File: src/rtl/mux16_scan_serializer.sv
// mux16_scan_serializer
// Captures a 16-bit word, walks the external 16:1 mux select across all
// positions, samples mux_y after a programmable settle time and streams the
// sampled bits out one at a time. Reports a done pulse and a ones count.
//
// Handshakes: a transfer happens on a rising clk edge where valid and ready
// are both 1. load_ready depends only on the FSM state (never on load_valid).
// Once bit_valid is raised, bit_valid/bit_data/bit_index stay stable until
// the edge where bit_ready is 1; bit_valid never drops without a transfer
// (reset excepted).
module mux16_scan_serializer #(
    parameter bit MSB_FIRST   = 1'b0,
    parameter int HOLD_CYCLES = 1
) (
    input  logic        clk,
    input  logic        rst,
    input  logic        load_valid,
    input  logic [15:0] load_data,
    output logic        load_ready,
    output logic [15:0] mux_d,
    output logic [3:0]  mux_sel,
    input  logic        mux_y,
    output logic        bit_valid,
    output logic        bit_data,
    output logic [3:0]  bit_index,
    input  logic        bit_ready,
    output logic        busy,
    output logic        done,
    output logic [4:0]  ones_count
);

    generate
        if (HOLD_CYCLES < 1 || HOLD_CYCLES > 15) begin : g_bad_hold
            $error("mux16_scan_serializer: HOLD_CYCLES must be in 1..15");
        end
    endgenerate

    typedef enum logic [1:0] {
        IDLE   = 2'd0,
        SETTLE = 2'd1,
        OUT    = 2'd2,
        DONE   = 2'd3
    } state_t;

    localparam logic [3:0] FIRST_SEL = MSB_FIRST ? 4'd15 : 4'd0;
    localparam logic [3:0] LAST_SEL  = MSB_FIRST ? 4'd0  : 4'd15;
    localparam logic [3:0] HOLD_LAST = 4'(HOLD_CYCLES - 1);

    state_t     state_q;
    state_t     state_d;
    logic [3:0] hold_cnt;

    logic load_fire;
    logic sample_now;
    logic deliver;
    logic last_bit;

    assign load_fire  = (state_q == IDLE) && load_valid;
    assign sample_now = (state_q == SETTLE) && (hold_cnt == HOLD_LAST);
    assign deliver    = (state_q == OUT) && bit_ready;
    assign last_bit   = (bit_index == LAST_SEL);

    assign load_ready = (state_q == IDLE);
    assign busy       = (state_q != IDLE);
    assign done       = (state_q == DONE);

    // Next-state decode for the scan sequence.
    always_comb begin
        state_d = state_q;
        case (state_q)
            IDLE:    if (load_valid) state_d = SETTLE;
            SETTLE:  if (sample_now) state_d = OUT;
            OUT:     if (bit_ready)  state_d = last_bit ? DONE : SETTLE;
            DONE:    state_d = IDLE;
            default: state_d = IDLE;
        endcase
    end

    // State register; reset aborts any frame in progress.
    always_ff @(posedge clk) begin
        if (rst) begin
            state_q <= IDLE;
        end else begin
            state_q <= state_d;
        end
    end

    // Datapath: word capture, select stepping, bit sampling and ones count.
    always_ff @(posedge clk) begin
        if (rst) begin
            mux_d      <= 16'd0;
            mux_sel    <= 4'd0;
            hold_cnt   <= 4'd0;
            bit_valid  <= 1'b0;
            bit_data   <= 1'b0;
            bit_index  <= 4'd0;
            ones_count <= 5'd0;
        end else begin
            if (load_fire) begin
                mux_d      <= load_data;
                mux_sel    <= FIRST_SEL;
                hold_cnt   <= 4'd0;
                ones_count <= 5'd0;
            end
            if (state_q == SETTLE) begin
                if (sample_now) begin
                    bit_data  <= mux_y;
                    bit_index <= mux_sel;
                    bit_valid <= 1'b1;
                end else begin
                    hold_cnt <= hold_cnt + 4'd1;
                end
            end
            if (deliver) begin
                bit_valid  <= 1'b0;
                ones_count <= ones_count + {4'd0, bit_data};
                // The select parks on the last position; it never wraps.
                if (!last_bit) begin
                    mux_sel  <= MSB_FIRST ? (mux_sel - 4'd1) : (mux_sel + 4'd1);
                    hold_cnt <= 4'd0;
                end
            end
        end
    end

endmodule

File: config.mk
export PLATFORM = sky130hd
export DESIGN_NAME = mux16_scan_serializer
export DESIGN_NICKNAME = d
export VERILOG_FILES = /design/src/rtl/mux16_scan_serializer.sv
export SDC_FILE = /design/constraint.sdc
export NUM_CORES = 1
export LEC_CHECK = 0
export CAP_MARGIN = 30
export CORE_MARGIN = 4
export CORE_UTILIZATION = 41
export CTS_CLUSTER_DIAMETER = 150
export CTS_CLUSTER_SIZE = 14
export DETAILED_ROUTE_END_ITERATION = 16
export GPL_TIMING_DRIVEN = 0
export PLACE_DENSITY_LB_ADDON = 0.12
export SETUP_SLACK_MARGIN = 0.05
export SLEW_MARGIN = 20
export SYNTH_ARGS = -nofsm -noshare
export SYNTH_HDL_FRONTEND = slang
export SYNTH_SLANG_ARGS = --single-unit
File: constraint.sdc
create_clock -name clk -period 1.24 [get_ports clk]
set_input_delay 0.124 -clock clk [delete_from_list [all_inputs] [get_ports clk]]
set_output_delay 0.124 -clock clk [all_outputs]
set_load 0.02 [all_outputs]
# Word-level counts from Yosys, hierarchy flattened
# Cells that the tools add are included.
# W data, S select, Z words.
[word_totals]
out_inout_bits = 34
register_bits = 37
[classes]
add_sub_neg = 3
n_reduce_logical = 10
n_mux = 15
eq_ne = 7
[ops]
columns = ["cell", "count"]
rows = [
  ["$mux W4", 8],
  ["$mux W5", 2],
  ["$add A4 B1 Y4 const B", 2],
  ["$mux W2", 4],
  ["$pmux W2 S4", 1],
  ["$ne A2 B2 Y1 const B", 3],
  ["$add A5 B1 Y5", 1],
  ["$eq A2 B2 Y1 const B", 2],
  ["$eq A4 B4 Y1 const B", 1],
  ["$logic_not A4 Y1", 1],
  ["$reduce_bool A2 Y1", 2],
  ["$logic_and A1 B1 Y1", 3],
  ["$reduce_and A3 Y1", 1],
  ["$eq A2 B1 Y1 const B", 1],
  ["$logic_not A2 Y1", 1],
  ["$reduce_and A2 Y1", 1],
  ["$reduce_or A2 Y1", 1],
]

# Depth between registers and ports, before layout
[logic_depth]
depth_word = 7
ltp_mapped = 6
ltp_nobuf = 5

# Worst setup path after synthesis
# OpenSTA, ideal clock, no wires.
[synth_path]
path_kind = "register to register"
from = "register ones_count[0]"
to = "register ones_count[2]"
arrival_time_ns = 1.291
required_ns = 1.169
setup_slack_ns = -0.122
period_less_slack_ns = 1.362
setup_ns = 0.071
stages_incl_launch_ff = 6
path_buffers = 0
cell_sequence = "dfxtp_1 > ha_1 > ha_1 > inv_1 > or3_1 > a21oi_1"
[synth_between]
elab_chain_cells = 2
[synth_lines]
columns = ["item", "line", "source"]
rows = [
  ["from (decl)", "29", "output logic [4:0] ones_count"],
  ["from (signal assigned)", "116", "ones_count <= ones_count + {4'd0, bit_data};"],
  ["$add A5 B1 Y5", "116", ""],
  ["$mux W5", "114", "if (deliver) begin"],
]
# No other way between the ends.
# A chain may end at the register's enable or synchronous reset.

# Worst setup path after layout
[layout_path]
from = "register hold_cnt[0]"
to = "register state_q[0]"
[layout_between]
elab_chain_cells = 4
[layout_lines]
columns = ["item", "line", "source"]
rows = [
  ["from (decl)", "51", "logic [3:0] hold_cnt;"],
  ["from (signal assigned)", "111", "hold_cnt <= hold_cnt + 4'd1;"],
  ["$logic_not A4 Y1", "59", "assign sample_now = (state_q == SETTLE) && (hold_cnt == HOLD_LAST);"],
  ["$logic_and A1 B1 Y1", "59", ""],
  ["$ne A2 B2 Y1 (no source line)", "--", ""],
  ["$reduce_and A3 Y1 (no source line)", "--", ""],
  ["to (signal assigned)", "84", "state_q <= state_d;"],
  ["to (decl)", "49", "state_t state_q;"],
]
# No other way between the ends.

==> summary.md <==
| Metric | Value |
|---|---|
| Status | finished, violations left |
| Failing checks | setup timing |
| Placed Area | 0.00231 mm² |
| Syn Area/Cell | 8.71 µm² |
| CP Data Required Time | 1380 ps |
| Pins Over Slew Limit | 0 |
| Final Hold Vio Count | 0 |
| DP HPWL | 3.07 mm |
| Vias | 1759 |
| Primary FF master, synth | dfxtp_1 |
| Num rows | 22 |
| Register bit count reported by yosys | 37 |
| Normalized max-slew margin | 49.5% |
| Seq/Total Area, Yosys | 44.5% |
| Number of DRC markers in iteration 0 | 70 |
| Via count of the first global-routing pass | 1611 |
| Final Cell Area | 0.00292 mm² |
| Hold_ws | 288 ps |
| Power after layout | 2.86 mW |
| Skew-Pair Late Insertion Delay | 280 ps |
| Longest Clk Path Bufs | 2 |
| Diode count | 0 |
| Fraction of registers with async set/reset | 0% |
| Initial antenna violation count | 0 |
| CTS tree | yes |
| # IOs | 55 |
| Post-synthesis net count | 217 |
| Fin worst setup slack | -166 ps |
| CP cell instances | inv_2 -> ha_4 -> or3b_4 -> buf_8 -> a21oi_4 -> a21oi_2 |
| Sink Count | 37 |
| Most common cell after layout, fill and taps aside | dfxtp_1 |
| Total CTS buffers | 5 |
| ANT nets after route | 0 |
| Minimum clock period | 1410 ps |
| Most frequent cells in the layout | dfxtp_1 (31), dlygate4sd2_1 (23), a21oi_2 (20) |
| Worst-path fanout max | 8 |
| Layout Nets | 301 |
| CP Capture Type | flip-flop |
| Initial Util | 43.8% |
| Final setup viols | 36 |
| Largest net degree at the start of global routing | 11 |
| Pre-CTS WS | -455 ps |
| Top delay family on crit path | simple AND/OR/NAND/NOR gates |
| H-tree depth | 2 |
| Reg clk slew, reported paths | 70 ps |
| CP Class | reg -> reg |
| Slew @ Worst Pin | 758 ps |
| Core area | 0.00380 mm² |
| Yosys warnings | 0 |
| Die H | 71.7 µm |
| Setup tns final | -2960 ps |
| TritonRoute pass-1 iters | 4 |
| Post-Syn Instances | 191 |
| First-pass GRT wire length | 7.91 mm |
| Dpl cells | 292 |
| Worst Clk Skew | 5.49 ps |
| Final Cycle Share | 113% |
| Power Dens Cells | 980 mW/mm² |
| Total gr overflow | 0 |
| Max Cap Viol | 0 |
| Lkg Pwr | 1.26 nW |
| Die ar. | 0.00514 mm² |
| CP startpoint kind | flip-flop |
| Final Core Density | 76.9% |
| Yosys cell types | 36 |
| Area grow syn2layout | 75.6% |
| RSZ-0062 raised after global routing | yes |
| Post-DR wirelength/cell | 16.2 µm |
| Via/cell ratio | 5.45 |
| Total wire length | 5.24 mm |
| Final cell count without fillers | 323 |
| Mapped Area | 0.00166 mm² |
| Worst path slowest cell | or3b_4 |
| Critical path's largest stage delay | 370 ps |
| CP Buf/Inv Count | 2 |
| EDFF count, synth | 0 |
| Worst min-delay path class | in -> reg |
| Clock root cell | clkbuf_8 |
| Final RePlAce weighted congestion | 0.761 |
| Fmax | 0.711 GHz |
| Maximum VDD drop | 0.580 mV |
| IO Port Bufs | 53 |
| Post-CTS Hold Fix Bufs | 0 |
| Total track usage | 19.0% |
| DRC | 0 |
| Width of the die | 71.7 µm |
| Layout cells sized above 1 | 45.5% |
| Fillcell total | 257 |
| Critical path arrival | 1540 ps |
-- worst register-to-register path, stage by stage, from the launching register on --
cell and delay [ps]:
dfxtp_2 330, inv_2 70, ha_4 120, or3b_4 370, buf_8 150, a21oi_4 140
a21oi_2 70
-- kinds of logic after synthesis --
kind of cell / synth area share, %
fa+ha+maj: 3.76
mux: 1.35
simple gates: 25.1
flops: 44.5
buf+inv: 7.52
compound gates: 17.7
-- cell type report --
| class | instances | area [µm²] | share of cell area (%) |
|---|---|---|---|
| plain buffers | 13 | 140 | 4.80 |
| clock buffers | 7 | 86.3 | 2.96 |
| inverters | 5 | 18.8 | 0.643 |
| multi-input cells | 135 | 1100 | 37.8 |
| flip-flops and latches | 37 | 751 | 25.7 |
| well taps | 48 | 60.1 | 2.06 |
| repair buffers | 78 | 759 | 26.0 |
-- metal layers --
layer	GRT usage [%]	routed length (µm)
met1	24.7	2210
met2	31.1	2620
met3	4.07	330
met4	6.05	67
met5	0	0
-- synth_stat cells, types with 2 or more instances --
library cell	number	area share [%]
ha_1	5	3.8
or3_1	4	1.5
nand2_1	35	7.9
mux2_2	2	1.4
dfxtp_1	37	45
nor2_1	4	0.90
nor3_1	2	0.60
a31oi_1	2	0.75
inv_1	5	1.1
buf_4	2	0.90
a21oi_1	33	9.9
o211ai_1	7	3.2
buf_6	6	4.1
or3b_1	2	1.1
nor3b_1	2	0.90
nand3_1	13	3.9
o21ai_0	5	1.5
nand4b_1	2	1.1
nand4_1	2	0.75
clkbuf_1	5	1.1
-- what timing repair did --
action                                 CTS  global route
setup endpoints to repair               71            47
pin swaps                               31            16
resized for setup                      103            57
cloned                                   3             0
buffers inserted                        16             6
endpoints found under the hold margin    0             0
-- path summary, 6_finish.rpt --
path	from	endpoint	slack (ps)	cells after the start
min	load_valid	hold_cnt[3]$_SDFF_PP0_	290	4
min reg2reg	mux_d[15]$_SDFFE_PP0P_	mux_d[15]$_SDFFE_PP0P_	460	2
max	hold_cnt[0]$_SDFF_PP0_	state_q[0]$_SDFFE_PP0P_	-170	6
max reg2reg	hold_cnt[0]$_SDFF_PP0_	state_q[0]$_SDFFE_PP0P_	-170	6
-- registers in the layout, indices dropped and copies added (netlist names) --
| register | cells |
|---|---|
| bit_data | 1 |
| bit_index | 4 |
| bit_valid | 1 |
| hold_cnt | 4 |
| mux_d | 16 |
| mux_sel | 4 |
| ones_count | 5 |
| state_q | 2 |
-- power breakdown --
group          internal [mW]  switching (mW)
combinational          0.374           0.356
clock                  0.441           0.407
sequential              1.24          0.0465
total                   2.05           0.810
(Power assumes the default switching activity.)
